`src/rtl/gpu_pkg.sv`:
```
// Shared GPU definitions: core FSM state encoding, writeback source select
// and the indices of the read-only special registers.
package gpu_pkg;

    typedef enum logic [2:0] {
        CORE_IDLE    = 3'b000,
        CORE_FETCH   = 3'b001,
        CORE_DECODE  = 3'b010,
        CORE_REQUEST = 3'b011,
        CORE_WAIT    = 3'b100,
        CORE_EXECUTE = 3'b101,
        CORE_UPDATE  = 3'b110,
        CORE_DONE    = 3'b111
    } core_state_e;

    typedef enum logic [1:0] {
        WB_ALU  = 2'b00,
        WB_LSU  = 2'b01,
        WB_IMM  = 2'b10,
        WB_RSVD = 2'b11
    } wb_mux_e;

    localparam logic [3:0] LAST_GP_REG    = 4'd12;
    localparam logic [3:0] REG_BLOCK_IDX  = 4'd13;
    localparam logic [3:0] REG_BLOCK_DIM  = 4'd14;
    localparam logic [3:0] REG_THREAD_IDX = 4'd15;

endpackage

```
`src/rtl/thread_regfile.sv`:
```
// Per-thread register file: R0-R12 general purpose, R13 %blockIdx, R14 %blockDim, R15 %threadIdx.
// Define THREAD_REGFILE_NZP_EN to implement the compare-flag (nzp) register.
module thread_regfile
    import gpu_pkg::*;
#(
    parameter int THREADS_PER_BLOCK = 4,
    parameter int THREAD_ID         = 0,
    parameter int DATA_BITS         = 8
) (
    input  logic                 clk,
    input  logic                 reset,
    input  logic                 enable,
    input  logic [7:0]           block_id,
    input  logic [2:0]           core_state,
    input  logic [3:0]           decoded_rd_address,
    input  logic [3:0]           decoded_rs_address,
    input  logic [3:0]           decoded_rt_address,
    input  logic                 decoded_reg_write_enable,
    input  logic [1:0]           decoded_reg_input_mux,
    input  logic [DATA_BITS-1:0] decoded_immediate,
    input  logic                 decoded_nzp_write_enable,
    input  logic [DATA_BITS-1:0] alu_out,
    input  logic [DATA_BITS-1:0] lsu_out,
    output logic [DATA_BITS-1:0] rs,
    output logic [DATA_BITS-1:0] rt,
    output logic [2:0]           nzp
);

    localparam logic [DATA_BITS-1:0] BLOCK_DIM_VAL  = DATA_BITS'(THREADS_PER_BLOCK);
    localparam logic [DATA_BITS-1:0] THREAD_IDX_VAL = DATA_BITS'(THREAD_ID);

    // R14/R15 never change, so only R0-R13 are stored.
    logic [13:0][DATA_BITS-1:0] regs_q, regs_d;
    logic [15:0][DATA_BITS-1:0] reg_view;
    logic [DATA_BITS-1:0]       rs_q, rs_d;
    logic [DATA_BITS-1:0]       rt_q, rt_d;
    logic [DATA_BITS-1:0]       wb_data;
    logic                       wb_valid;
    logic                       is_request;
    logic                       is_update;

    assign is_request = enable && (core_state == CORE_REQUEST);
    assign is_update  = enable && (core_state == CORE_UPDATE);

    always_comb begin
        reg_view = {THREAD_IDX_VAL, BLOCK_DIM_VAL, regs_q};
    end

    always_comb begin
        wb_data  = '0;
        wb_valid = 1'b1;
        case (wb_mux_e'(decoded_reg_input_mux))
            WB_ALU:  wb_data = alu_out;
            WB_LSU:  wb_data = lsu_out;
            WB_IMM:  wb_data = decoded_immediate;
            default: wb_valid = 1'b0;
        endcase
    end

    always_comb begin
        regs_d = regs_q;
        rs_d   = rs_q;
        rt_d   = rt_q;
        if (enable) begin
            regs_d[REG_BLOCK_IDX] = DATA_BITS'(block_id);
        end
        if (is_request) begin
            rs_d = reg_view[decoded_rs_address];
            rt_d = reg_view[decoded_rt_address];
        end
        // Special registers are excluded by the rd bound, so R13 never sees two writers.
        if (is_update && decoded_reg_write_enable && wb_valid &&
            (decoded_rd_address <= LAST_GP_REG)) begin
            regs_d[decoded_rd_address] = wb_data;
        end
    end

    always_ff @(posedge clk or negedge reset) begin
        if (!reset) begin
            regs_q <= '0;
            rs_q   <= '0;
            rt_q   <= '0;
        end else begin
            regs_q <= regs_d;
            rs_q   <= rs_d;
            rt_q   <= rt_d;
        end
    end

    assign rs = rs_q;
    assign rt = rt_q;

`ifdef THREAD_REGFILE_NZP_EN
    logic [2:0] nzp_q, nzp_d;

    always_comb begin
        nzp_d = nzp_q;
        if (is_update && decoded_nzp_write_enable) begin
            nzp_d = alu_out[2:0];
        end
    end

    always_ff @(posedge clk or negedge reset) begin
        if (!reset) begin
            nzp_q <= '0;
        end else begin
            nzp_q <= nzp_d;
        end
    end

    assign nzp = nzp_q;
`else
    logic unused_nzp_we;
    assign unused_nzp_we = decoded_nzp_write_enable;
    assign nzp           = '0;
`endif

endmodule

```
`config.mk`:
```
export PLATFORM = sky130hd
export DESIGN_NAME = thread_regfile
export DESIGN_NICKNAME = d
export VERILOG_FILES = /design/src/rtl/gpu_pkg.sv /design/src/rtl/thread_regfile.sv
export SDC_FILE = /design/constraint.sdc
export NUM_CORES = 1
export LEC_CHECK = 0
export CAP_MARGIN = 20
export CORE_MARGIN = 1.5
export CORE_UTILIZATION = 34
export CTS_BUF_LIST = sky130_fd_sc_hd__clkbuf_16
export CTS_CLUSTER_SIZE = 16
export DETAILED_ROUTE_END_ITERATION = 10
export SLEW_MARGIN = 5
export SYNTH_ARGS = -nofsm -noshare
export SYNTH_HDL_FRONTEND = slang
export SYNTH_SLANG_ARGS = --single-unit
```
`constraint.sdc`:
```
create_clock -name clk -period 1.69 [get_ports clk]
set_input_delay 0.338 -clock clk [delete_from_list [all_inputs] [get_ports clk]]
set_output_delay 0.338 -clock clk [all_outputs]
set_load 0.1 [all_outputs]
```
# Word-level counts from Yosys, hierarchy flattened

Cells that the tools add are included.

Bits in registers: 128
Input bits: 54
Output and inout port bits: 19

$lt $le $gt $ge: 5
Equality and inequality tests: 4
Multiplexer cells: 11
Reductions and logical operators: 8

Operator list:

| operator                                                           | count |
|---|---|
| bitwise mux 112 bit                                                | 1 |
| two-way mux 112 bit                                                | 1 |
| binary-select mux 8 bit (select 4 bit)                             | 2 |
| demux 8 bit (select 4 bit)                                         | 1 |
| two-way mux 8 bit                                                  | 4 |
| case mux 8 bit (3 select lines)                                    | 1 |
| less-than comparator 4 x 5 -> 1 bit (second input constant)        | 3 |
| logical AND 1 bit                                                  | 6 |
| greater-or-equal comparator 4 x 1 -> 1 bit (second input constant) | 1 |
| <= comparator 4 bit (second input constant)                        | 1 |
| == test 3 x 2 -> 1 bit (second input constant)                     | 1 |
| == test 3 bit (second input constant)                              | 1 |
| OR reduction 3 bit                                                 | 1 |
| == test 2 x 1 -> 1 bit (second input constant)                     | 1 |
| == test 2 bit (second input constant)                              | 1 |
| zero test 2 bit                                                    | 1 |
| two-way mux 1 bit                                                  | 1 |

# Longest topological paths before layout

Gate-level depths: netlist (run 1).

Depth in word-level cells: 6
Mapped depth: 8

# Worst setup path before layout (run 1)

Ideal clock, no wire load.

Path type: input port to flip-flop
Start: input decoded_reg_input_mux[1]
End: register (tool-made name)
Setup time: 132 ps
Arrival: 1699 ps
Required time: 1558 ps
Path slack: -140 ps
Cell stages on the path: 8
Path buffers: 4
Cell sequence: buf_2 -> a21o_4 -> buf_12 -> or4_4 -> buf_6 -> buf_12 -> nand2_2 -> o21ai_2

RTL lines:

| item        | line                 | text |
|---|---|---|
| from (decl) | thread_regfile.sv:19 | `input logic [1:0] decoded_reg_input_mux,` |

==> tab_implementation.tex, run 1 <==
\begin{tabular}{lr}
\hline
Metric & Value \\
\hline
\multicolumn{2}{l}{\textbf{Clock network}} \\
Clock tree sinks & 128 \\
Post-CTS clock slew at the launch and capture registers of the worst setup and hold paths & 50 ps \\
Number of levels the H-tree was split into & 4 \\
Worst skew pair latency & 420 ps \\
CTS tree & yes \\
CTS Buf Count & 17 \\
Buffer type at the clock tree root & sky130\_fd\_sc\_hd\_\_clkbuf\_16 \\
Worst-case clock buffer depth & 2 \\
\multicolumn{2}{l}{\textbf{Layout}} \\
Most frequent standard cell in the layout excluding fill and tap cells & sky130\_fd\_sc\_hd\_\_dfrtp\_1 \\
Area added between synthesis and finish & 33.5\% \\
Most used cells in the layout excluding fill and tap cells & 128 x sky130\_fd\_sc\_hd\_\_dfrtp\_1, 64 x sky130\_fd\_sc\_hd\_\_nor2\_1, 64 x sky130\_fd\_sc\_hd\_\_a21oi\_1 \\
N\_diodes & 0 \\
Count of filler cells inserted in the layout & 1827 \\
Nets & 798 \\
Share of layout cells above drive strength 1 & 32.0\% \\
\multicolumn{2}{l}{\textbf{Synth}} \\
Async S/R FF share, synth & 100\% \\
Count of mapped cells out of synthesis & 633 \\
Most common flop cell mapped by yosys & sky130\_fd\_sc\_hd\_\_dfrtp\_1 \\
Mean area per synthesized cell & 11.1 um2 \\
Synthesis-stage register bit count & 128 \\
EDFF count, synth & 0 \\
Seq/Total Area, Yosys & 45.5\% \\
Proportion of netlist area held by the largest area contributor & 45.5\% \\
Distinct cell type count of the synthesized netlist & 44 \\
Dominant cells by area after synthesis & sky130\_fd\_sc\_hd\_\_dfrtp\_1 45\%, sky130\_fd\_sc\_hd\_\_mux4\_2 14\%, sky130\_fd\_sc\_hd\_\_mux2i\_1 5.4\% \\
Yosys Warn Count & 0 \\
Cell type with the highest aggregate area in the netlist & sky130\_fd\_sc\_hd\_\_dfrtp\_1 \\
Summed instance area of the synthesized netlist & 7050 um2 \\
\multicolumn{2}{l}{\textbf{GRT}} \\
Number of global-route vias before repair & 5763 \\
Overall routing resource usage & 19.5\% \\
Wire length of the first global-routing pass & 32.0 mm \\
Total overflow reported by the global router & 0 \\
Antenna violations before repair & 0 \\
Pin count of the biggest net entering global routing & 63 \\
\multicolumn{2}{l}{\textbf{STA}} \\
Unrepaired setup endpoints after global routing & true \\
Post-Route Setup TNS & 0 ps \\
Final setup violation count & 0 \\
Highest attainable clock frequency & 595 MHz \\
WHS & 324 ps \\
Post-route fraction of the period consumed by the critical path & 99.4\% \\
Count of final hold-check violations & 0 \\
Final setup skew & 6.34 ps \\
Final min period & 1680 ps \\
Max-slew violations & 0 \\
\multicolumn{2}{l}{\textbf{Critical path}} \\
Data arrival time of the critical path & 1970 ps \\
Setup crit end kind & flip-flop \\
Slowest library cell on the worst path & sky130\_fd\_sc\_hd\_\_or4\_4 \\
Total buffers and inverters traversed by the critical path & 2 \\
CP max stage delay & 660 ps \\
Sequence of cells on the critical path & clkdlybuf4s50\_1 -> nand4\_1 -> buf\_4 -> or4\_4 -> nand2\_2 -> o21ai\_0 \\
Crit path kind & primary input to flip-flop \\
Worst Reg2Reg Path Length in Cells & 4 \\
Highest net fanout along the worst path & 16 \\
Required time at the worst-slack endpoint & 1980 ps \\
CP delay by family, top & simple AND/OR/NAND/NOR gates \\
Number of cells on the critical path & 6 \\
Kind of start point of the critical path & primary input \\
\multicolumn{2}{l}{\textbf{Power}} \\
Total design power & 9.25 mW \\
Peak VDD IR & 0.516 mV \\
Total power per unit cell area & 984 nW/um2 \\
Leakage Power & 4.08 nW \\
\multicolumn{2}{l}{\textbf{Die}} \\
Die Outline Area & 21600 um2 \\
Floorplan row count & 52 \\
Die W & 147 um \\
Core footprint & 20300 um2 \\
Effective utilization at floorplan & 34.7\% \\
Number of primary I/O pins & 73 \\
Die height & 147 um \\
\multicolumn{2}{l}{\textbf{Job}} \\
MaxCap Viol Count & 0 \\
\multicolumn{2}{l}{\textbf{Placed design}} \\
Weighted congestion at the end of routability-driven global placement & 0.883 \\
HPWL after detailed placement & 14.4 mm \\
Total of buffers placed on input and output ports & 68 \\
\multicolumn{2}{l}{\textbf{Detailed routing}} \\
Starting DRT DRC Count & 537 \\
Routed via count divided by cell count & 5.43 \\
Via total after detailed routing & 5573 \\
TritonRoute pass-1 iters & 5 \\
DRC Markers & 0 \\
Count of antenna-violating nets left after detailed routing & 0 \\
Total wirelength of the detailed-routed design & 20.8 mm \\
WL per Instance & 20.2 um \\
\multicolumn{2}{l}{\textbf{Status}} \\
Outcome & complete, no violations \\
\multicolumn{2}{l}{\textbf{Min path}} \\
Class of the tightest hold or removal check & primary input to asynchronous set/reset pin \\
\hline
\end{tabular}
## routing by layer
metal	track usage, %	share of wire, %
met1	25.0	42
met3	3.45	6.3
met4	8.10	2.7
met2	32.5	49
met5	0	0
## synthesized netlist by cell type, drive strengths merged (2+ instances only)
cell type / number
inv: 2
a211oi: 3
clkbuf: 24
mux2: 14
mux2i: 38
nand2b: 9
mux4: 43
or2: 2
dfrtp: 128
nor2b: 6
nor2: 65
nand3b: 9
or4: 7
buf: 37
o211ai: 8
nand3: 5
o2111ai: 4
o22ai: 5
nand2: 70
a221oi: 4
nor3: 2
o21ai: 68
a21oi: 64
nor4: 6
## repair_timing
item                       in CTS  in global routing
gates resized for setup         3                 32
hold buffers                    1                  0
gates cloned                    0                  5
setup buffers                   0                  1
pin swaps                       1                 18
setup endpoints to repair       6                 61
hold endpoints to repair       12                  0
## cell type report
type / instances / area [um2] / share of cell area (%)
inverters: 2 / 7.51 / 0.0798
well taps: 270 / 338 / 3.59
flip-flops and latches: 128 / 3200 / 34.1
repair buffers: 150 / 1750 / 18.7
clock buffers: 17 / 425 / 4.52
clock inverters: 15 / 174 / 1.85
multi-input cells: 445 / 3500 / 37.2
## where the power goes
part	internal [mW]	switching (mW)	leakage (nW)
logic	0.840	1.16	2.05
registers	3.28	0.222	1.73
clock network	2.43	1.32	0.298
total	6.54	2.71	4.08
## cells by family (layout without fill, tap and decap cells)
| family | Yosys count | in the layout | synth area share [%] |
|---|---|---|---|
| mux | 95 | 95 | 21.4 |
| compound gates | 160 | 161 | 13.7 |
| flops | 128 | 128 | 45.5 |
| other cells | 1 | 3 | 0.0532 |
| simple gates | 186 | 186 | 13.8 |
| buf+inv | 63 | 184 | 5.68 |
## metrics by stage
step | setup WS, ps | cell area, um2 | util [%] | cells
floorplan | -105 | 7090 | - | 635
detailed placement | -470 | 8600 | 42.4 | 988
global route | -48.2 | 9400 | 46.3 | 1027
CTS | 0.156 | 9210 | 45.4 | 1021
global placement | -430 | 8600 | 42.4 | 988
finish | 9.88 | 9400 | 46.3 | 1027
## path summary, 6_finish.rpt
kind | slack [ps] | to | startpoint
min | 320 | reg_view[104] | reset
min reg2reg | 500 | flip-flop | flip-flop
max | 10 | flip-flop | core_state[2]
max in group asynchronous | 770 | asynchronous set/reset pin | reset
min in group clk | 500 | flip-flop | flip-flop
max reg2reg | 110 | rt[2] | flip-flop
(Power assumes the default switching activity.)
==> run 2: changes to the inputs <==
Settings changed: CELL_PAD_IN_SITES_DETAIL_PLACEMENT set to 1, CELL_PAD_IN_SITES_GLOBAL_PLACEMENT set to 2, CTS_CLUSTER_DIAMETER set to 30, PLACE_DENSITY_LB_ADDON set to 0.1.
==> run 2 against run 1 <==
Net effect: non-clock buffer count grew 25; sequential cell count is the same; core utilization grew 1.2 points; combinational power grew 3%; maximum frequency shrank 0.12%.
==> tab_implementation.tex, run 2 (same netlist as run 1, synthesis figures left out) <==
\begin{tabular}{lr}
\hline
Metric & Value \\
\hline
\multicolumn{2}{l}{\textbf{Detailed routing}} \\
Count of antenna-violating nets left after detailed routing & 0 (unchanged) \\
Total wirelength of the detailed-routed design & 24.7 mm (was 20.8 mm) \\
DRC Markers & 0 (unchanged) \\
Via total after detailed routing & 5753 (was 5573) \\
TritonRoute pass-1 iters & 4 (was 5) \\
Starting DRT DRC Count & 295 (was 537) \\
Routed via count divided by cell count & 5.46 (was 5.43) \\
WL per Instance & 23.4 um (was 20.2 um) \\
\multicolumn{2}{l}{\textbf{Critical path}} \\
Total buffers and inverters traversed by the critical path & 3 (was 2) \\
CP delay by family, top & buffers and inverters (was simple AND/OR/NAND/NOR gates) \\
Register-to-register setup slack & 110 ps (about the same) \\
Setup crit end kind & flip-flop (unchanged) \\
Crit path kind & primary input to flip-flop (unchanged) \\
Worst Reg2Reg Path Length in Cells & 4 (unchanged) \\
Sequence of cells on the critical path & clkdlybuf4s50\_1 -> buf\_4 -> nand2b\_1 -> or4\_4 -> clkbuf\_16 -> nand2\_1 -> o21ai\_0 (was clkdlybuf4s50\_1 -> nand4\_1 -> buf\_4 -> or4\_4 -> nand2\_2 -> o21ai\_0) \\
Data arrival time of the critical path & 1980 ps (was 1970 ps) \\
Required time at the worst-slack endpoint & 1990 ps (was 1980 ps) \\
CP max stage delay & 550 ps (was 660 ps) \\
Kind of start point of the critical path & primary input (unchanged) \\
Highest net fanout along the worst path & 8 (was 16) \\
Worst r2r dst & rt[2] (unchanged) \\
Slowest library cell on the worst path & sky130\_fd\_sc\_hd\_\_or4\_4 (unchanged) \\
\multicolumn{2}{l}{\textbf{GRT}} \\
Pin count of the biggest net entering global routing & 35 (was 63) \\
Antenna violations before repair & 0 (unchanged) \\
Number of global-route vias before repair & 6251 (was 5763) \\
Wire length of the first global-routing pass & 36.9 mm (was 32.0 mm) \\
Overall routing resource usage & 22.8\% (was 19.5\%) \\
Total overflow reported by the global router & 0 (unchanged) \\
\multicolumn{2}{l}{\textbf{Min path}} \\
Class of the tightest hold or removal check & primary input to asynchronous set/reset pin (unchanged) \\
\multicolumn{2}{l}{\textbf{Die}} \\
Effective utilization at floorplan & 34.7\% (unchanged) \\
Number of primary I/O pins & 73 (unchanged) \\
Core footprint & 20300 um2 (unchanged) \\
Floorplan row count & 52 (unchanged) \\
Die height & 147 um (unchanged) \\
Die W & 147 um (unchanged) \\
Die Outline Area & 21600 um2 (unchanged) \\
\multicolumn{2}{l}{\textbf{Layout}} \\
Nets & 824 (was 798) \\
Share of layout cells above drive strength 1 & 34.1\% (was 32.0\%) \\
N\_diodes & 0 (unchanged) \\
Most used cells in the layout excluding fill and tap cells & 128 x sky130\_fd\_sc\_hd\_\_dfrtp\_1, 77 x sky130\_fd\_sc\_hd\_\_buf\_4, 65 x sky130\_fd\_sc\_hd\_\_nor2\_1 (was 128 x sky130\_fd\_sc\_hd\_\_dfrtp\_1, 64 x sky130\_fd\_sc\_hd\_\_nor2\_1, 64 x sky130\_fd\_sc\_hd\_\_a21oi\_1) \\
Most frequent standard cell in the layout excluding fill and tap cells & sky130\_fd\_sc\_hd\_\_dfrtp\_1 (unchanged) \\
Area added between synthesis and finish & 37.0\% (was 33.5\%) \\
Final Core Density & 47.5\% (was 46.3\%) \\
\multicolumn{2}{l}{\textbf{STA}} \\
Max-slew violations & 0 (unchanged) \\
Count of final hold-check violations & 0 (unchanged) \\
Highest attainable clock frequency & 594 MHz (was 595 MHz) \\
Final setup skew & 7.58 ps (was 6.34 ps) \\
Final setup violation count & 0 (unchanged) \\
Final min period & 1680 ps (about the same) \\
Post-route fraction of the period consumed by the critical path & 99.5\% (was 99.4\%) \\
\multicolumn{2}{l}{\textbf{Status}} \\
Outcome & complete, no violations (unchanged) \\
\multicolumn{2}{l}{\textbf{Clock network}} \\
Clock tree sinks & 128 (unchanged) \\
CTS Buf Count & 17 (unchanged) \\
Buffer type at the clock tree root & sky130\_fd\_sc\_hd\_\_clkbuf\_16 (unchanged) \\
CTS tree & yes (unchanged) \\
Post-CTS clock slew at the launch and capture registers of the worst setup and hold paths & 60 ps (was 50 ps) \\
Number of levels the H-tree was split into & 4 (unchanged) \\
Worst skew pair latency & 420 ps (about the same) \\
Worst-case clock buffer depth & 2 (unchanged) \\
\multicolumn{2}{l}{\textbf{Placed design}} \\
HPWL after detailed placement & 16.8 mm (was 14.4 mm) \\
Weighted congestion at the end of routability-driven global placement & 0.834 (was 0.883) \\
Total of buffers placed on input and output ports & 68 (unchanged) \\
\multicolumn{2}{l}{\textbf{Power}} \\
Peak VDD IR & 0.541 mV (was 0.516 mV) \\
Total power per unit cell area & 980 nW/um2 (was 984 nW/um2) \\
Leakage Power & 4.22 nW (was 4.08 nW) \\
Total design power & 9.46 mW (was 9.25 mW) \\
\multicolumn{2}{l}{\textbf{Job}} \\
MaxCap Viol Count & 0 (unchanged) \\
\hline
\end{tabular}
## run 2: final cells by class
cell class	count	area, um2
clock inverter	15	191
fill	2195	10600
inverter	2	7.51
timing repair buffer	175	1960
clock buffer	17	425
tap	270	338
sequential	128	3200
multi-input combinational	446	3530
## run 2: per-stage QoR
step / hold WS (ps) / instance area [um2] / cells / setup WS [ps] / TNS [ps]
after floorplan: 42.4 / 7090 / 635 / -105 / -1010
after global placement: 328 / 8740 / 1010 / -548 / -45340
after detailed placement: 335 / 8740 / 1010 / -594 / -49160
after CTS: 426 / 9450 / 1047 / -2.12 / -2.12
after global routing: 459 / 9650 / 1053 / -18.4 / -117
final: 419 / 9650 / 1053 / 7.79 / 0
## run 2: worst max path at each step
stage,cells after the start,from,end
after floorplan,8,decoded_reg_input_mux[1],flip-flop
after global placement,6,decoded_rs_address[1],rs[3]
after detailed placement,6,decoded_rs_address[1],rs[3]
after CTS,5,decoded_rd_address[1],flip-flop
after global routing,7,decoded_rd_address[0],flip-flop
final,7,decoded_rd_address[0],flip-flop
## run 2: power breakdown
group	switching (mW)	internal, mW
sequential	0.222	3.28
clock	1.44	2.45
combinational	1.20	0.868
total	2.86	6.60
## run 2: routing by layer
layer,vias up,share of wire (%),track usage [%]
li1,2583,-,-
met1,3018,44,30.2
met2,127,50,38.6
met3,25,4.5,4.16
met4,0,1.6,6.25
met5,-,0,0
## run 2: timing repair
item | in CTS | in global routing
resized for setup | 14 | 35
setup endpoints to repair | 27 | 67
buffers inserted | 2 | 2
endpoints found under the hold margin | 29 | 0
hold buffers | 1 | 0
cloned | 2 | 5
pin swaps | 5 | 10
